--- config.mk ---
export PLATFORM = sky130hd
export DESIGN_NAME = alu_sequencer_flat
export DESIGN_NICKNAME = d
export VERILOG_FILES = /design/src/rtl/alu_seq_pkg.sv /design/src/rtl/alu_sequencer_if.sv /design/src/rtl/seq_watchdog.sv /design/src/rtl/alu_sequencer.sv /design/src/flat_wrapper.sv
export SDC_FILE = /design/constraint.sdc
export NUM_CORES = 1
export LEC_CHECK = 0
export BUFFER_PORTS_ARGS = -buffer_cell sky130_fd_sc_hd__buf_2
export CAP_MARGIN = 20
export CORE_MARGIN = 2
export CORE_UTILIZATION = 53
export DETAILED_ROUTE_END_ITERATION = 7
export PLACE_DENSITY = 0.91
export SYNTH_ARGS = -nofsm -noshare
export SYNTH_HDL_FRONTEND = slang
export SYNTH_SLANG_ARGS = --single-unit
--- constraint.sdc ---
create_clock -name clk -period 2.9 [get_ports clk]
set_input_delay 0.435 -clock clk [delete_from_list [all_inputs] [get_ports clk]]
set_output_delay 0.435 -clock clk [all_outputs]
set_load 0.01 [all_outputs]
--- src/rtl/alu_seq_pkg.sv ---
// ----------------------------------------------------------------------------
// alu_seq_pkg : shared types and constants for the ALU instruction sequencer
// Revision    : 1.0
// ----------------------------------------------------------------------------
`default_nettype none

package alu_seq_pkg;

  localparam int INSTR_WIDTH   = 32;
  localparam int RETIRED_WIDTH = 16;

  typedef enum logic [2:0] {
    IDLE      = 3'd0,
    FETCH     = 3'd1,
    DECODE    = 3'd2,
    EXECUTE   = 3'd3,
    WRITEBACK = 3'd4,
    STOPPED   = 3'd5
  } seq_state_e;

endpackage

`default_nettype wire

--- src/rtl/alu_sequencer_if.sv ---
// ----------------------------------------------------------------------------
// alu_sequencer_if : control, instruction-memory and ALU handshake bundle
// Revision         : 1.0
// ----------------------------------------------------------------------------
`default_nettype none

interface alu_sequencer_if #(
  parameter int PC_WIDTH = 16
);

  logic                                   start;
  logic                                   stop_req;
  logic                                   imem_req;
  logic [PC_WIDTH-1:0]                    imem_addr;
  logic                                   imem_valid;
  logic [alu_seq_pkg::INSTR_WIDTH-1:0]    imem_data;
  logic [alu_seq_pkg::INSTR_WIDTH-1:0]    instruction;
  logic                                   invalid_instruction;
  logic                                   alu_start;
  logic                                   alu_done;
  logic                                   alu_write_en;
  logic [PC_WIDTH-1:0]                    pc;
  logic                                   halted;
  logic                                   fault;
  logic [alu_seq_pkg::RETIRED_WIDTH-1:0]  retired;

  // master is the sequencer; slave is the memory/decoder/ALU environment
  modport master (
    input  start, stop_req, imem_valid, imem_data, invalid_instruction, alu_done,
    output imem_req, imem_addr, instruction, alu_start, alu_write_en,
           pc, halted, fault, retired
  );

  modport slave (
    output start, stop_req, imem_valid, imem_data, invalid_instruction, alu_done,
    input  imem_req, imem_addr, instruction, alu_start, alu_write_en,
           pc, halted, fault, retired
  );

endinterface

`default_nettype wire

--- src/rtl/seq_watchdog.sv ---
// ----------------------------------------------------------------------------
// seq_watchdog : EXECUTE-phase cycle counter, flags the last permitted cycle
// Revision     : 1.0
// ----------------------------------------------------------------------------
`default_nettype none

module seq_watchdog #(
  parameter int EXEC_TIMEOUT = 64
) (
  input  logic clk,
  input  logic resetn,
  input  logic clear,
  input  logic enable,
  output logic expired
);

  localparam int            CW      = $clog2(EXEC_TIMEOUT + 1);
  localparam logic [CW-1:0] C_LIMIT = CW'(EXEC_TIMEOUT);
  localparam logic [CW-1:0] C_LAST  = CW'(EXEC_TIMEOUT - 1);

  logic [CW-1:0] r_count;

  always_ff @(posedge clk) begin
    if (!resetn) begin
      r_count <= '0;
    end else if (clear) begin
      r_count <= '0;
    end else if (enable && (r_count != C_LIMIT)) begin
      r_count <= r_count + CW'(1);
    end
  end

  // The count reaches the limit at the end of this cycle.
  assign expired = enable && (r_count == C_LAST);

endmodule

`default_nettype wire

--- src/rtl/alu_sequencer.sv ---
// ----------------------------------------------------------------------------
// alu_sequencer : fetch/decode/execute/write-back sequencer owning the PC
// Revision      : 1.0
// ----------------------------------------------------------------------------
`default_nettype none

module alu_sequencer
  import alu_seq_pkg::*;
#(
  parameter int PC_WIDTH     = 16,
  parameter int RESET_PC     = 0,
  parameter int EXEC_TIMEOUT = 64
) (
  input  logic            clk,
  input  logic            resetn,
  alu_sequencer_if.master bus
);

  localparam logic [PC_WIDTH-1:0] C_RESET_PC = PC_WIDTH'(RESET_PC);

  seq_state_e                r_state;
  logic [PC_WIDTH-1:0]       r_pc;
  logic [INSTR_WIDTH-1:0]    r_instruction;
  logic [RETIRED_WIDTH-1:0]  r_retired;
  logic                      r_imem_req;
  logic                      r_alu_start;
  logic                      r_alu_write_en;
  logic                      r_halted;
  logic                      r_fault;

  logic                      w_wd_enable;
  logic                      w_wd_clear;
  logic                      w_wd_expired;

  // Any state other than EXECUTE holds the watchdog at zero, so it restarts on entry.
  assign w_wd_enable = (r_state == EXECUTE);
  assign w_wd_clear  = !w_wd_enable;

  seq_watchdog #(
    .EXEC_TIMEOUT (EXEC_TIMEOUT)
  ) u_watchdog (
    .clk     (clk),
    .resetn  (resetn),
    .clear   (w_wd_clear),
    .enable  (w_wd_enable),
    .expired (w_wd_expired)
  );

  always_ff @(posedge clk) begin
    if (!resetn) begin
      r_state        <= IDLE;
      r_pc           <= C_RESET_PC;
      r_instruction  <= '0;
      r_retired      <= '0;
      r_imem_req     <= 1'b0;
      r_alu_start    <= 1'b0;
      r_alu_write_en <= 1'b0;
      r_halted       <= 1'b0;
      r_fault        <= 1'b0;
    end else begin
      r_alu_start    <= 1'b0;
      r_alu_write_en <= 1'b0;
      case (r_state)
        IDLE: begin
          if (bus.start && !bus.stop_req) begin
            r_state    <= FETCH;
            r_imem_req <= 1'b1;
          end
        end
        FETCH: begin
          if (bus.imem_valid) begin
            r_instruction <= bus.imem_data;
            r_imem_req    <= 1'b0;
            r_state       <= DECODE;
          end
        end
        DECODE: begin
          if (bus.invalid_instruction) begin
            r_state  <= STOPPED;
            r_halted <= 1'b1;
            r_fault  <= 1'b0;
          end else begin
            r_state     <= EXECUTE;
            r_alu_start <= 1'b1;
          end
        end
        EXECUTE: begin
          // Completion takes priority over a timeout on the same cycle.
          if (bus.alu_done) begin
            r_state        <= WRITEBACK;
            r_alu_write_en <= 1'b1;
          end else if (w_wd_expired) begin
            r_state  <= STOPPED;
            r_halted <= 1'b1;
            r_fault  <= 1'b1;
          end
        end
        WRITEBACK: begin
          r_pc      <= r_pc + PC_WIDTH'(1);
          r_retired <= r_retired + RETIRED_WIDTH'(1);
          if (bus.stop_req) begin
            r_state <= IDLE;
          end else begin
            r_state    <= FETCH;
            r_imem_req <= 1'b1;
          end
        end
        STOPPED: begin
          if (bus.start) begin
            r_state    <= FETCH;
            r_imem_req <= 1'b1;
            r_halted   <= 1'b0;
            r_fault    <= 1'b0;
          end
        end
        default: begin
          r_state    <= IDLE;
          r_imem_req <= 1'b0;
          r_halted   <= 1'b0;
          r_fault    <= 1'b0;
        end
      endcase
    end
  end

  assign bus.imem_req     = r_imem_req;
  assign bus.imem_addr    = r_pc;
  assign bus.instruction  = r_instruction;
  assign bus.alu_start    = r_alu_start;
  assign bus.alu_write_en = r_alu_write_en;
  assign bus.pc           = r_pc;
  assign bus.halted       = r_halted;
  assign bus.fault        = r_fault;
  assign bus.retired      = r_retired;

endmodule

`default_nettype wire
--- src/flat_wrapper.sv ---
// flat-port wrapper written by rule: the top's interface ports become plain ports
module alu_sequencer_flat import alu_seq_pkg::*;
#(
  parameter int PC_WIDTH     = 16,
  parameter int RESET_PC     = 0,
  parameter int EXEC_TIMEOUT = 64
)
  (clk, resetn, bus_start, bus_stop_req, bus_imem_valid, bus_imem_data, bus_invalid_instruction, bus_alu_done, bus_imem_req, bus_imem_addr, bus_instruction, bus_alu_start, bus_alu_write_en, bus_pc, bus_halted, bus_fault, bus_retired);
  alu_sequencer_if #(.PC_WIDTH(PC_WIDTH)) bus_i ();
  input  logic clk;
  input  logic resetn;
  input wire logic [$bits(bus_i.start)-1:0] bus_start;
  input wire logic [$bits(bus_i.stop_req)-1:0] bus_stop_req;
  input wire logic [$bits(bus_i.imem_valid)-1:0] bus_imem_valid;
  input wire logic [$bits(bus_i.imem_data)-1:0] bus_imem_data;
  input wire logic [$bits(bus_i.invalid_instruction)-1:0] bus_invalid_instruction;
  input wire logic [$bits(bus_i.alu_done)-1:0] bus_alu_done;
  output wire logic [$bits(bus_i.imem_req)-1:0] bus_imem_req;
  output wire logic [$bits(bus_i.imem_addr)-1:0] bus_imem_addr;
  output wire logic [$bits(bus_i.instruction)-1:0] bus_instruction;
  output wire logic [$bits(bus_i.alu_start)-1:0] bus_alu_start;
  output wire logic [$bits(bus_i.alu_write_en)-1:0] bus_alu_write_en;
  output wire logic [$bits(bus_i.pc)-1:0] bus_pc;
  output wire logic [$bits(bus_i.halted)-1:0] bus_halted;
  output wire logic [$bits(bus_i.fault)-1:0] bus_fault;
  output wire logic [$bits(bus_i.retired)-1:0] bus_retired;
  assign bus_i.start = bus_start;
  assign bus_i.stop_req = bus_stop_req;
  assign bus_i.imem_valid = bus_imem_valid;
  assign bus_i.imem_data = bus_imem_data;
  assign bus_i.invalid_instruction = bus_invalid_instruction;
  assign bus_i.alu_done = bus_alu_done;
  assign bus_imem_req = bus_i.imem_req;
  assign bus_imem_addr = bus_i.imem_addr;
  assign bus_instruction = bus_i.instruction;
  assign bus_alu_start = bus_i.alu_start;
  assign bus_alu_write_en = bus_i.alu_write_en;
  assign bus_pc = bus_i.pc;
  assign bus_halted = bus_i.halted;
  assign bus_fault = bus_i.fault;
  assign bus_retired = bus_i.retired;
  alu_sequencer #(.PC_WIDTH(PC_WIDTH), .RESET_PC(RESET_PC), .EXEC_TIMEOUT(EXEC_TIMEOUT)) u_core (.clk(clk), .resetn(resetn), .bus(bus_i));
endmodule
## Yosys cells after proc, flatten, opt, wreduce, memory -nomap -nowiden

Index checks and enable logic that the tools add are counted.

- Add/subtract/negate cells: 3
- Eq/ne operators: 15
- Multiplexer cells: 22
- Bitwise operators: 2
- Reductions and logical operators: 13

Operators by type and width:

| operator | count |
|---|---|
| 16-bit by 1-bit adder with 16-bit output (second input constant) | 2 |
| 3-bit two-way mux | 6 |
| 3-bit one-hot mux with 6 select lines | 1 |
| 1-bit two-way mux | 12 |
| 2-bit != test (second input constant) | 5 |
| 5-bit AND reduction | 2 |
| 1-bit one-hot mux with 4 select lines | 2 |
| 7-bit by 1-bit adder with 7-bit output (second input constant) | 1 |
| 7-bit by 6-bit equality test with 1-bit output (second input constant) | 1 |
| 7-bit != test (second input constant) | 1 |
| 3-bit by 2-bit equality test with 1-bit output (second input constant) | 2 |
| 3-bit equality test (second input constant) | 2 |
| 2-bit AND reduction | 3 |
| 1-bit one-hot mux with 5 select lines | 1 |
| 2-bit by 1-bit != test with 1-bit output (second input constant) | 2 |
| 4-bit AND reduction | 1 |
| 3-bit by 1-bit equality test with 1-bit output (second input constant) | 1 |
| 1-bit logical AND | 3 |
| 3-bit logical NOT | 1 |
| 3-bit by 2-bit != test with 1-bit output (second input constant) | 1 |
| 3-bit OR reduction | 1 |
| 1-bit NOT | 2 |
| 2-bit OR reduction | 1 |
| 1-bit logical NOT | 1 |

- Register bits after elaboration: 79
- Input port bits: 39
- Logic and storage cells: 65

## Logic depth before layout (Yosys ltp)

Gate-level depths: netlist of the first run.

- Word-level depth: 5
- Depth in mapped cells: 7
- Depth with buffers taken out: 5

## Cells and area by module

A second synthesis of the first run with hierarchy kept.

- Cells, all modules: 414
- Area total of the unflattened synthesis: 3463.3 um^2

By module, submodules not included:

| module | instances | cells each | area an instance (um^2) | sequential area each (um^2) |
|---|---|---|---|---|
| alu_sequencer | 1 | 374 | 3100.5 | 1441.4 |
| seq_watchdog | 1 | 40 | 362.8 | 140.1 |

## Worst setup path before layout of the first run

Ideal clock, no wire load.

- Path type: register -> register
- From: register u_core.r_pc[0], in the netlist u_core.bus.imem_addr[0]
- To: register u_core.r_pc[12], in the netlist u_core.bus.imem_addr[12]
- Arrival: 1.531 ns
- Slack: 1.298 ns
- Stages on the path, launching flop included: 6
- Path buffers: 0
- Clock period less this slack: 1.602 ns
- Cell sequence: dfxtp_1 -> ha_1 -> and3b_2 -> nand2_1 -> or4b_1 -> a21oi_1

- Longest elaborated chain between the ends: 1

Ends and longest elaborated chain:

| what | RTL line | RTL |
|---|---|---|
| from (decl) | alu_sequencer.sv:22 | `logic [PC_WIDTH-1:0] r_pc;` |
| from (signal assigned) | alu_sequencer.sv:99 | `r_pc <= r_pc + PC_WIDTH'(1);` |
| 16-bit by 1-bit adder with 16-bit output | alu_sequencer.sv:99 |  |

Every way passes these cells.
A chain may end at the register's enable or synchronous reset.

## Worst setup path after layout of the first run

- From: register u_core.r_state[0]
- To: register u_core.r_instruction[10], in the netlist u_core.bus.instruction[10]

- Longest elaborated chain between the ends: 2

Ends and longest elaborated chain:

| what | RTL line | RTL |
|---|---|---|
| from (decl) | alu_sequencer.sv:21 | `seq_state_e r_state;` |
| from (signal assigned) | alu_sequencer.sv:51 | `r_state <= IDLE;` |
| from (signal assigned) | alu_sequencer.sv:66 | `r_state <= FETCH;` |
| from (signal assigned) | alu_sequencer.sv:74 | `r_state <= DECODE;` |
| 3-bit by 1-bit equality test with 1-bit output | alu_sequencer.sv:63 | `case (r_state)` |
| 2-bit AND reduction (no line) | -- |  |
| to (signal assigned) | alu_sequencer.sv:72 | `r_instruction <= bus.imem_data;` |
| to (decl) | alu_sequencer.sv:23 | `logic [INSTR_WIDTH-1:0] r_instruction;` |

Every way passes these cells.

==> results.toml, run 1 <==
[outcome]
status = "completed"

[yosys]
synth_top_area_frac = 0.4565
async_flop_share = 0
ys_seq_area_frac = 0.4565
synth.area.top_cells = "dfxtp_1, nand2_1, a21oi_1"
ys.warnings.count = 0
ys_ff_latch = 79
syn_area_um2 = 3465
synth.avg_cell_area_um2 = 8.409
synth_common_cells = "dfxtp_1, nand2_1, a21oi_1"
yosysTopAreaCell = "dfxtp_1"
yosysUniqueCellTypes = 45
ys.flop_type = "dfxtp_1"
postSynthCellCount = 412
synthesis.nets = 455
synth_edf_count = 0

[global_routing]
antenna_found_initial = 0
grt_pass1_wl_um = 12990
track_usage = 0.2223
grt_pass1_vias = 2961
gr-total-overflow = 0
grt_start_max_net_pins = 38

[pwr]
power_density_nw_per_um2 = 570.6
irDropWorstVdd_mv = 0.3866
power_mw = 2.426
p_leak_nw = 1.893

[sta]
slew_headroom = 0.5161
setup_viol = 0
fmax_mhz = 519.4
tightestPinTransition_ps = 725.1
rsz0062_at_grt = "no"
finalSetupTns_ps = 0
final.min_clock_period_ps = 1925
drv_slew = 0
finClkSkew_ps = 11.02
finalHoldViolCount = 0
post-route-period-util = 0.6639
timing.hold.ws_ps = 312.9
fin_ws_ps = 974.8

[min_path]
min_path_type = "input port to flip-flop"
hold_depth = 2

[die]
die-area_um2 = 7200
die_x_um = 84.85
io_pins = 124
initial_core_util = 0.5456
rows = 29
coreArea_um2 = 6350
dieHeight_um = 84.85

[critical_path]
endpoint_kind = "flip-flop"
slowest_delay_ps = 750
crit_end = "u_core.bus.instruction[10]$_SDFFE_PN0P_"
criticalPathCategory = "flip-flop to flip-flop"
critPathLaunchType = "flip-flop"
r2r_end = "u_core.bus.instruction[10]$_SDFFE_PN0P_"
critPathArrivalTime_ps = 2160
crit_path_top_delay_cell = "dfxtp_1"
required_ps = 3140
setup.worst_path.start = "u_core.r_state[0]$_SDFFE_PN0P_"
crit_chain = "nand3b_1 > or2_2 > nand2_1 > a21oi_1"
reg2reg_slack_ps = 970
worstReg2RegStart = "u_core.r_state[0]$_SDFFE_PN0P_"
reg2reg_depth = 4
crit_fanout = 32

[clock_network]
postCtsHoldBufs = 0
clk_pin_slew_worst_paths_ps = 80
tritoncts = "done"
cts_setup_buffers = 0
clock_path_buffers = 2
cts_resized = 0
cts_buffers = 9
cts_sinks = 79
clockRootBuffer = "clkbuf_8"
insertion_delay_ps = 350
cts_max_level = 3

[place]
place.gp.congestion = 0.8353
portBuffers = 123
pre_cts_slack_ps = 1039
place_area_um2 = 4008
hpwl_um = 5795
dp_cells = 579

[job]
maxCapViolCount = 0

[cells_and_area]
stdcell_area_um2 = 4252
final_core_util = 0.6696
fillerInstances = 520
area_growth_pct = 22.72
fin_cells = 595
nets = 556
n_antenna_cell = 0
drive_above_1_share = 0.2992

[detailed_routing]
drc = 0
via_count = 3220
viasPerCell = 5.412
wl_per_cell_um = 13.67
dr.pass1.iters = 4
totalWireLength_um = 8136
ant_nets = 0
first_iter_violations = 136
-- how the worst min path moves through the flow --
stage | start | to | slack [ps]
finish | bus_invalid_instruction | u_core.bus.alu_start$_SDFF_PN0_ | 310
global route | bus_imem_data[12] | u_core.bus.instruction[12]$_SDFFE_PN0P_ | 300
CTS | bus_invalid_instruction | u_core.bus.alu_start$_SDFF_PN0_ | 290
detailed placement | u_core.bus.instruction[5]$_SDFFE_PN0P_ | u_core.bus.instruction[5]$_SDFFE_PN0P_ | 450
global placement | u_core.bus.instruction[16]$_SDFFE_PN0P_ | u_core.bus.instruction[16]$_SDFFE_PN0P_ | 440
floorplan | u_core.u_watchdog.r_count[6]$_SDFFE_PN0P_ | u_core.u_watchdog.r_count[6]$_SDFFE_PN0P_ | 480
-- cells by family after synthesis --
group	count (synthesis)	synth area share
AND/OR/NAND/NOR	188	0.2723
AO/OA/AOI/OAI	66	0.1073
buffers and inverters	44	0.06826
adder cells (fa/ha/maj)	4	0.01445
XOR/XNOR	23	0.05814
flip-flops	79	0.4565
multiplexers	8	0.02311
-- layout make-up --
| class | instances | area [um^2] | area share |
|---|---|---|---|
| Timing Repair Buffer | 126 | 650.6 | 0.1530 |
| Inverter | 8 | 30.03 | 0.007063 |
| Multi-Input combinational cell | 289 | 1649 | 0.3879 |
| Sequential cell | 79 | 1582 | 0.3720 |
| Clock inverter | 7 | 120.1 | 0.02825 |
| Clock buffer | 9 | 123.9 | 0.02913 |
| Tap cell | 77 | 96.34 | 0.02266 |
-- layout by cell type, fill, tap and decap left out, types with 4 or more instances in the layout --
cell type / Yosys / routed
nand4_1: 10 / 10
xor2_1: 13 / 13
nand3_1: 17 / 17
a21oi_1: 43 / 43
inv_1: 8 / 8
xnor2_1: 10 / 10
clkbuf_8: 0 / 9
buf_2: 9 / 123
and3_1: 5 / 5
mux2i_1: 8 / 8
nor3_1: 7 / 7
nand2b_1: 6 / 6
dfxtp_1: 79 / 79
or3_1: 5 / 5
ha_1: 4 / 4
nor2_1: 33 / 32
nand2_1: 79 / 79
o21ai_0: 11 / 11
-- sequential cells by signal, indices dropped and copies added (netlist names) --
signal / cells
u_core.bus.alu_start: 1
u_core.bus.fault: 1
u_core.bus.imem_req: 1
u_core.bus.retired: 16
u_core.bus.imem_addr: 16
u_core.r_state: 3
u_core.bus.instruction: 32
u_core.u_watchdog.r_count: 7
u_core.bus.halted: 1
u_core.bus.alu_write_en: 1
-- layer usage --
layer | vias to the layer above | wire length (um) | global-route usage
li1 | 1592 | - | -
met1 | 1516 | 3327 | 0.2495
met2 | 96 | 4218 | 0.3966
met3 | 16 | 388 | 0.04961
met4 | 0 | 201 | 0.1097
met5 | - | 0 | 0
-- power breakdown --
part	internal, mW	switching, mW	leakage, nW	total (mW)
registers	1.13	0.0481	0.639	1.18
clock network	0.574	0.407	0.120	0.981
logic	0.114	0.152	1.13	0.267
-- critical path: cells and delay by family (launching register included) --
kind / cells / cell delay [ps]
flip-flops: 1 / 750
AO/OA/AOI/OAI: 1 / 80
AND/OR/NAND/NOR: 3 / 970
No activity file was read; power rests on OpenSTA's default activity.
==> run 2, diff against run 1 <==
--- a/config.mk
+++ b/config.mk
@@ -8,9 +8,9 @@
 export BUFFER_PORTS_ARGS = -buffer_cell sky130_fd_sc_hd__buf_2
 export CAP_MARGIN = 20
 export CORE_MARGIN = 2
-export CORE_UTILIZATION = 53
+export CORE_UTILIZATION = 45
 export DETAILED_ROUTE_END_ITERATION = 7
-export PLACE_DENSITY = 0.91
+export PLACE_DENSITY = 0.83
 export SYNTH_ARGS = -nofsm -noshare
 export SYNTH_HDL_FRONTEND = slang
 export SYNTH_SLANG_ARGS = --single-unit
==> constraint.sdc (replaced) <==
create_clock -name clk -period 1.72 [get_ports clk]
set_input_delay 0.258 -clock clk [delete_from_list [all_inputs] [get_ports clk]]
set_output_delay 0.258 -clock clk [all_outputs]
set_load 0.01 [all_outputs]
==> run 2 against run 1 <==
Effect of this change:
- combinational power is 88% higher
- final cell count is 5.2% higher
- sequential cell count stayed put
- count of clock-buffer cells in the layout is 3 higher
- wire length is 4.2% lower
- die area is 17% higher
- non-clock buffer count is 9 higher
- design area is 1.4% higher
- critical path depth is 1 higher
- clock power is 46% higher
==> results.toml, run 2 (synthesis gave the netlist of run 1 again) <==
[outcome]
status = "completed"

[global_routing]
antenna_found_initial = 0
grt_pass1_vias = 2794
track_usage = 0.1832
grt_pass1_wl_um = 12630
gr-total-overflow = 0
grt_start_max_net_pins = 33

[cells_and_area]
stdcell_area_um2 = 4312
multi_input_area_um2 = 1652
area_growth_pct = 24.45
largest_reg_flops = 32
final_cell_mix = "buf_2, nand2_1, dfxtp_1, a21oi_1, nor2_1"
final_core_util = 0.5851
regArea_um2 = 1583
n_antenna_cell = 0
layout_commonest_cell = "buf_2"
drive_above_1_share = 0.3074
nets = 565
fillerInstances = 653

[die]
dieHeight_um = 91.75
io_pins = 124
die_x_um = 91.75
die-area_um2 = 8417
initial_core_util = 0.4701
rows = 31
coreArea_um2 = 7370

[detailed_routing]
drc = 0
via_count = 3140
totalWireLength_um = 7793
first_iter_violations = 77
dr.pass1.iters = 4
viasPerCell = 5.016
ant_nets = 0
wl_per_cell_um = 12.45

[critical_path]
required_ps = 1990
cp.buffers_inverters = 0
crit_end = "u_core.bus.imem_addr[12]$_SDFFE_PN0N_"
setup.worst_path.start = "u_core.bus.imem_addr[1]$_SDFFE_PN0N_"
criticalPathCategory = "flip-flop to flip-flop"
crit_cells = 5
reg2reg_slack_ps = 120
worstReg2RegStart = "u_core.bus.imem_addr[1]$_SDFFE_PN0N_"
crit_path_top_delay_cell = "or4b_1"
crit_fanout = 6
crit_family = "simple AND/OR/NAND/NOR gates"
endpoint_kind = "flip-flop"
r2r_end = "u_core.bus.imem_addr[12]$_SDFFE_PN0N_"
slowest_delay_ps = 510
critPathLaunchType = "flip-flop"
reg2reg_depth = 5
critPathArrivalTime_ps = 1860
crit_chain = "ha_1 > and3b_2 > nand2_1 > or4b_1 > a21oi_1"

[sta]
drv_slew = 0
slew_headroom = 0.7268
post-route-period-util = 0.9274
finClkSkew_ps = 9.435
tightestPinTransition_ps = 406.4
setup_viol = 0
fmax_mhz = 626.9
final.min_clock_period_ps = 1595
finalHoldViolCount = 0

[clock_network]
clock_path_buffers = 2
cts_buffers = 9
clk_pin_slew_worst_paths_ps = 80
tritoncts = "done"
insertion_delay_ps = 330
cts_max_level = 3
clockRootBuffer = "clkbuf_8"
cts_sinks = 79

[pwr]
p_leak_nw = 1.926
power_density_nw_per_um2 = 903.8
power_mw = 3.897
irDropWorstVdd_mv = 0.4803
swShare = 0.2459
p_sw_uw = 958.4
clkPwrFrac = 0.368
seq_power_share = 0.504
p_comb_frac = 0.129
p_int_mw = 2.938

[place]
hpwl_um = 5812
place_area_um2 = 4095
place.gp.congestion = 0.9234
portBuffers = 123

[min_path]
hold_depth = 2
min_path_type = "input port to flip-flop"

[job]
maxCapViolCount = 0
run 2: timing repair:
action,in CTS,in global routing
buffers inserted,0,1
resized for setup,0,2
hold buffers,0,0
setup endpoints to repair,0,36
run 2: layer usage:
| metal | track usage | vias up | share of wire |
|---|---|---|---|
| met3 | 0.03698 | 8 | 0.055 |
| met2 | 0.3284 | 92 | 0.48 |
| met1 | 0.2158 | 1438 | 0.45 |
| li1 | - | 1602 | - |
| met4 | 0.06716 | 0 | 0.012 |
| met5 | 0 | - | 0 |
run 2: per-stage QoR:
step	setup slack (ps)	std cells	hold WS (ps)	TNS (ps)
2_1_floorplan	118.4	412	334.8	0
3_3_place_gp	160.6	609	438.5	0
3_5_place_dp	88.90	609	445.6	0
4_1_cts	66.35	625	127.3	0
5_1_grt	-18.74	626	137.3	-18.74
6_report	124.9	626	149.2	0
run 2: area by class of cell:
type,count,area share
clock buffer,12,0.03134
clock inverter,4,0.01625
inverter,8,0.006965
multi-input combinational,289,0.3831
sequential,79,0.3671
tap,99,0.02873
timing repair buffer,135,0.1666
run 2: worst min path at each step:
| stage | from | slack [ps] | to |
|---|---|---|---|
| 6_report | bus_invalid_instruction | 150 | u_core.bus.alu_start$_SDFF_PN0_ |
| 5_1_grt | bus_invalid_instruction | 140 | u_core.bus.alu_start$_SDFF_PN0_ |
| 4_1_cts | bus_invalid_instruction | 130 | u_core.bus.alu_start$_SDFF_PN0_ |
| 3_5_place_dp | u_core.bus.instruction[20]$_SDFFE_PN0P_ | 450 | u_core.bus.instruction[20]$_SDFFE_PN0P_ |
| 3_3_place_gp | u_core.bus.instruction[31]$_SDFFE_PN0P_ | 440 | u_core.bus.instruction[31]$_SDFFE_PN0P_ |
| 2_1_floorplan | bus_invalid_instruction | 330 | u_core.bus.alu_start$_SDFF_PN0_ |
run 2: power groups by stage:
stage / registers (mW) / logic, mW / clock network [mW]
2_1_floorplan: 2.02 / 0.290 / 0
3_3_place_gp: 2.00 / 0.488 / 0
3_5_place_dp: 2.01 / 0.498 / 0
4_1_cts: 1.96 / 0.499 / 1.48
5_1_grt: 1.97 / 0.558 / 1.55
6_report: 1.96 / 0.502 / 1.43
==> run 3, diff against run 2 <==
--- a/config.mk
+++ b/config.mk
@@ -7,10 +7,11 @@
 export LEC_CHECK = 0
 export BUFFER_PORTS_ARGS = -buffer_cell sky130_fd_sc_hd__buf_2
 export CAP_MARGIN = 20
-export CORE_MARGIN = 2
+export CORE_MARGIN = 3
 export CORE_UTILIZATION = 45
 export DETAILED_ROUTE_END_ITERATION = 7
 export PLACE_DENSITY = 0.83
 export SYNTH_ARGS = -nofsm -noshare
 export SYNTH_HDL_FRONTEND = slang
+export SYNTH_HIERARCHICAL = 1
 export SYNTH_SLANG_ARGS = --single-unit
==> run 3 against run 2 <==
Effect of this change:
- first-iteration DRC count up 32%
- die area up 4.4%
- core utilization up 1.8 points
- critical path depth up 4
- sequential share of layout area down 0.99 points
- count of clock-buffer cells in the layout down 2
- design area up 3.0%
- final cell count up 2.4%
- total power up 8.5%
- synthesized cell count up 0.49%
- via count up 5.1%
- critical endpoint is now u_core/r_state[1]$_SDFFE_PN0P_
- largest cell class unchanged
- highest routed layer unchanged
==> results.toml, run 3 <==
[outcome]
status = "completed"

[yosys]
postSynthCellCount = 414
ys.warnings.count = 6
ys_seq_area_frac = 0.4566
synth_top_area_frac = 0.4566
synth_common_cells = "nand2_1, dfxtp_1, a21oi_1"
synth.most_common_cell = "nand2_1"
synth_edf_count = 0
synth.avg_cell_area_um2 = 8.366
ys.flop_type = "dfxtp_1"
synth.area.top_cells = "dfxtp_1, nand2_1, a21oi_1"
synthesis.nets = 457
syn_area_um2 = 3463
yosysTopAreaCell = "dfxtp_1"
async_flop_share = 0
yosysUniqueCellTypes = 46
ys_ff_latch = 79

[critical_path]
reg2reg_slack_ps = 90
critPathLaunchType = "flip-flop"
criticalPathCategory = "flip-flop to flip-flop"
setup.worst_path.start = "u_core/r_state[1]$_SDFFE_PN0P_"
reg2reg_depth = 9
worstReg2RegStart = "u_core/r_state[1]$_SDFFE_PN0P_"
crit_end = "u_core/r_state[1]$_SDFFE_PN0P_"
required_ps = 1980
r2r_end = "u_core/r_state[1]$_SDFFE_PN0P_"
endpoint_kind = "flip-flop"
critPathArrivalTime_ps = 1890
crit_fanout = 4

[global_routing]
gr-total-overflow = 0
grt_start_max_net_pins = 33
grt_pass1_wl_um = 13120
antenna_found_initial = 0
track_usage = 0.1822
grt_pass1_vias = 3013

[detailed_routing]
via_count = 3301
ant_nets = 0
totalWireLength_um = 8198
viasPerCell = 5.150
dr.pass1.iters = 4
first_iter_violations = 102
drc = 0
wl_per_cell_um = 12.79

[sta]
finalHoldViolCount = 0
slew_headroom = 0.6737
timing.hold.ws_ps = 145.0
drv_slew = 0
tightestPinTransition_ps = 483.4
setup_viol = 0
fmax_mhz = 612.9
post-route-period-util = 0.9485
rsz0062_at_grt = "yes"
finClkSkew_ps = 10.72
final.min_clock_period_ps = 1631

[clock_network]
clk_pin_slew_worst_paths_ps = 80
insertion_delay_ps = 340
cts_sinks = 79
cts_max_level = 3
clock_path_buffers = 2
postCtsHoldBufs = 0
clockRootBuffer = "clkbuf_8"
tritoncts = "done"
cts_buffers = 9

[pwr]
swShare = 0.2916
p_int_mw = 2.995
power_density_nw_per_um2 = 951.7
p_leak_nw = 1.981
p_sw_mw = 1.233
irDropWorstVdd_mv = 0.7005
p_comb_frac = 0.196
clkPwrFrac = 0.327
seq_power_share = 0.477

[cells_and_area]
layout_commonest_cell = "buf_2"
largest_reg_flops = 32
final_cell_mix = "buf_2, nand2_1, dfxtp_1, a21oi_1, buf_4"
fin_cells = 641
drive_above_1_share = 0.3339
nets = 581
stdcell_area_um2 = 4442
area_growth_pct = 28.25
fillerInstances = 660
n_antenna_cell = 0

[place]
hpwl_um = 5953
portBuffers = 123
place.gp.congestion = 0.8234
place_area_um2 = 4179
dp_cells = 623

[die]
coreArea_um2 = 7370
io_pins = 124
dieHeight_um = 93.73
die-area_um2 = 8785
initial_core_util = 0.4699
rows = 31
die_x_um = 93.73

[min_path]
min_path_type = "input port to flip-flop"

[job]
maxCapViolCount = 0
## run 3: timing repair
item                       4_1_cts  5_1_grt
pin swaps                        0        4
resized for setup                1       12
buffers inserted                 0        3
setup endpoints to repair        2       11
hold endpoints to repair         0        0
## run 3: how the worst min path moves through the flow
stage / startpoint / to / slack (ps) / cells past startpoint
2_1_floorplan: bus_imem_data[0] / u_core/bus.instruction[0]$_SDFFE_PN0P_ / 390 / 2
3_3_place_gp: u_core/bus.instruction[22]$_SDFFE_PN0P_ / u_core/bus.instruction[22]$_SDFFE_PN0P_ / 440 / 2
3_5_place_dp: u_core/bus.instruction[24]$_SDFFE_PN0P_ / u_core/bus.instruction[24]$_SDFFE_PN0P_ / 440 / 2
4_1_cts: bus_imem_data[5] / u_core/bus.instruction[5]$_SDFFE_PN0P_ / 130 / 3
5_1_grt: bus_imem_data[5] / u_core/bus.instruction[5]$_SDFFE_PN0P_ / 140 / 3
6_report: bus_imem_data[5] / u_core/bus.instruction[5]$_SDFFE_PN0P_ / 150 / 3
## run 3: cell families after synthesis
kind of cell | Yosys count | share of synthesized area
AND/OR/NAND/NOR | 185 | 0.2623
buffers and inverters | 43 | 0.06719
AO/OA/AOI/OAI | 76 | 0.1286
XOR/XNOR | 20 | 0.05058
adder cells (fa/ha/maj) | 4 | 0.01445
multiplexers | 7 | 0.02023
flip-flops | 79 | 0.4566
## run 3: final cells by class
cell class	instances	area, um^2	area share
timing repair buffer	147	808.3	0.1820
clock buffer	10	137.6	0.03099
sequential	79	1587	0.3572
tap	99	123.9	0.02789
clock inverter	5	58.81	0.01324
inverter	9	33.78	0.007606
multi-input combinational	292	1693	0.3811
## run 3: power groups by stage
stage | sequential, mW | combinational, mW | clock (mW)
finish | 2.02 | 0.827 | 1.38
global route | 2.03 | 0.917 | 1.49
CTS | 2.01 | 0.804 | 1.42
detailed placement | 2.05 | 0.801 | 0
global placement | 2.04 | 0.776 | 0
floorplan | 2.11 | 0.444 | 0
## run 3: per-layer routing
metal	track usage	share of wire	vias up
met5	0	0	-
met2	0.3087	0.48	104
met3	0.05208	0.072	9
li1	-	-	1649
met1	0.2155	0.43	1539
met4	0.07461	0.015	0
## run 3: worst max-delay path, stage by stage (launching register included)
cell and delay, ps:
dfxtp_4 350, nor2b_4 130, nand2_2 80, inv_2 40, nand4_1 120, nor3_2 70
buf_4 130, buf_4 120, or3_4 360, a21oi_1 150
## run 3: metrics by stage
step | setup WS (ps) | power [mW] | util | setup TNS [ps]
floorplan | 30.95 | 2.552 | - | 0
global placement | 93.77 | 2.820 | 0.5671 | 0
detailed placement | -0.8696 | 2.851 | 0.5671 | -0.8696
CTS | 28.50 | 4.239 | 0.5941 | 0
global route | -22.01 | 4.439 | 0.6027 | -49.75
finish | 88.51 | 4.227 | 0.6027 | 0
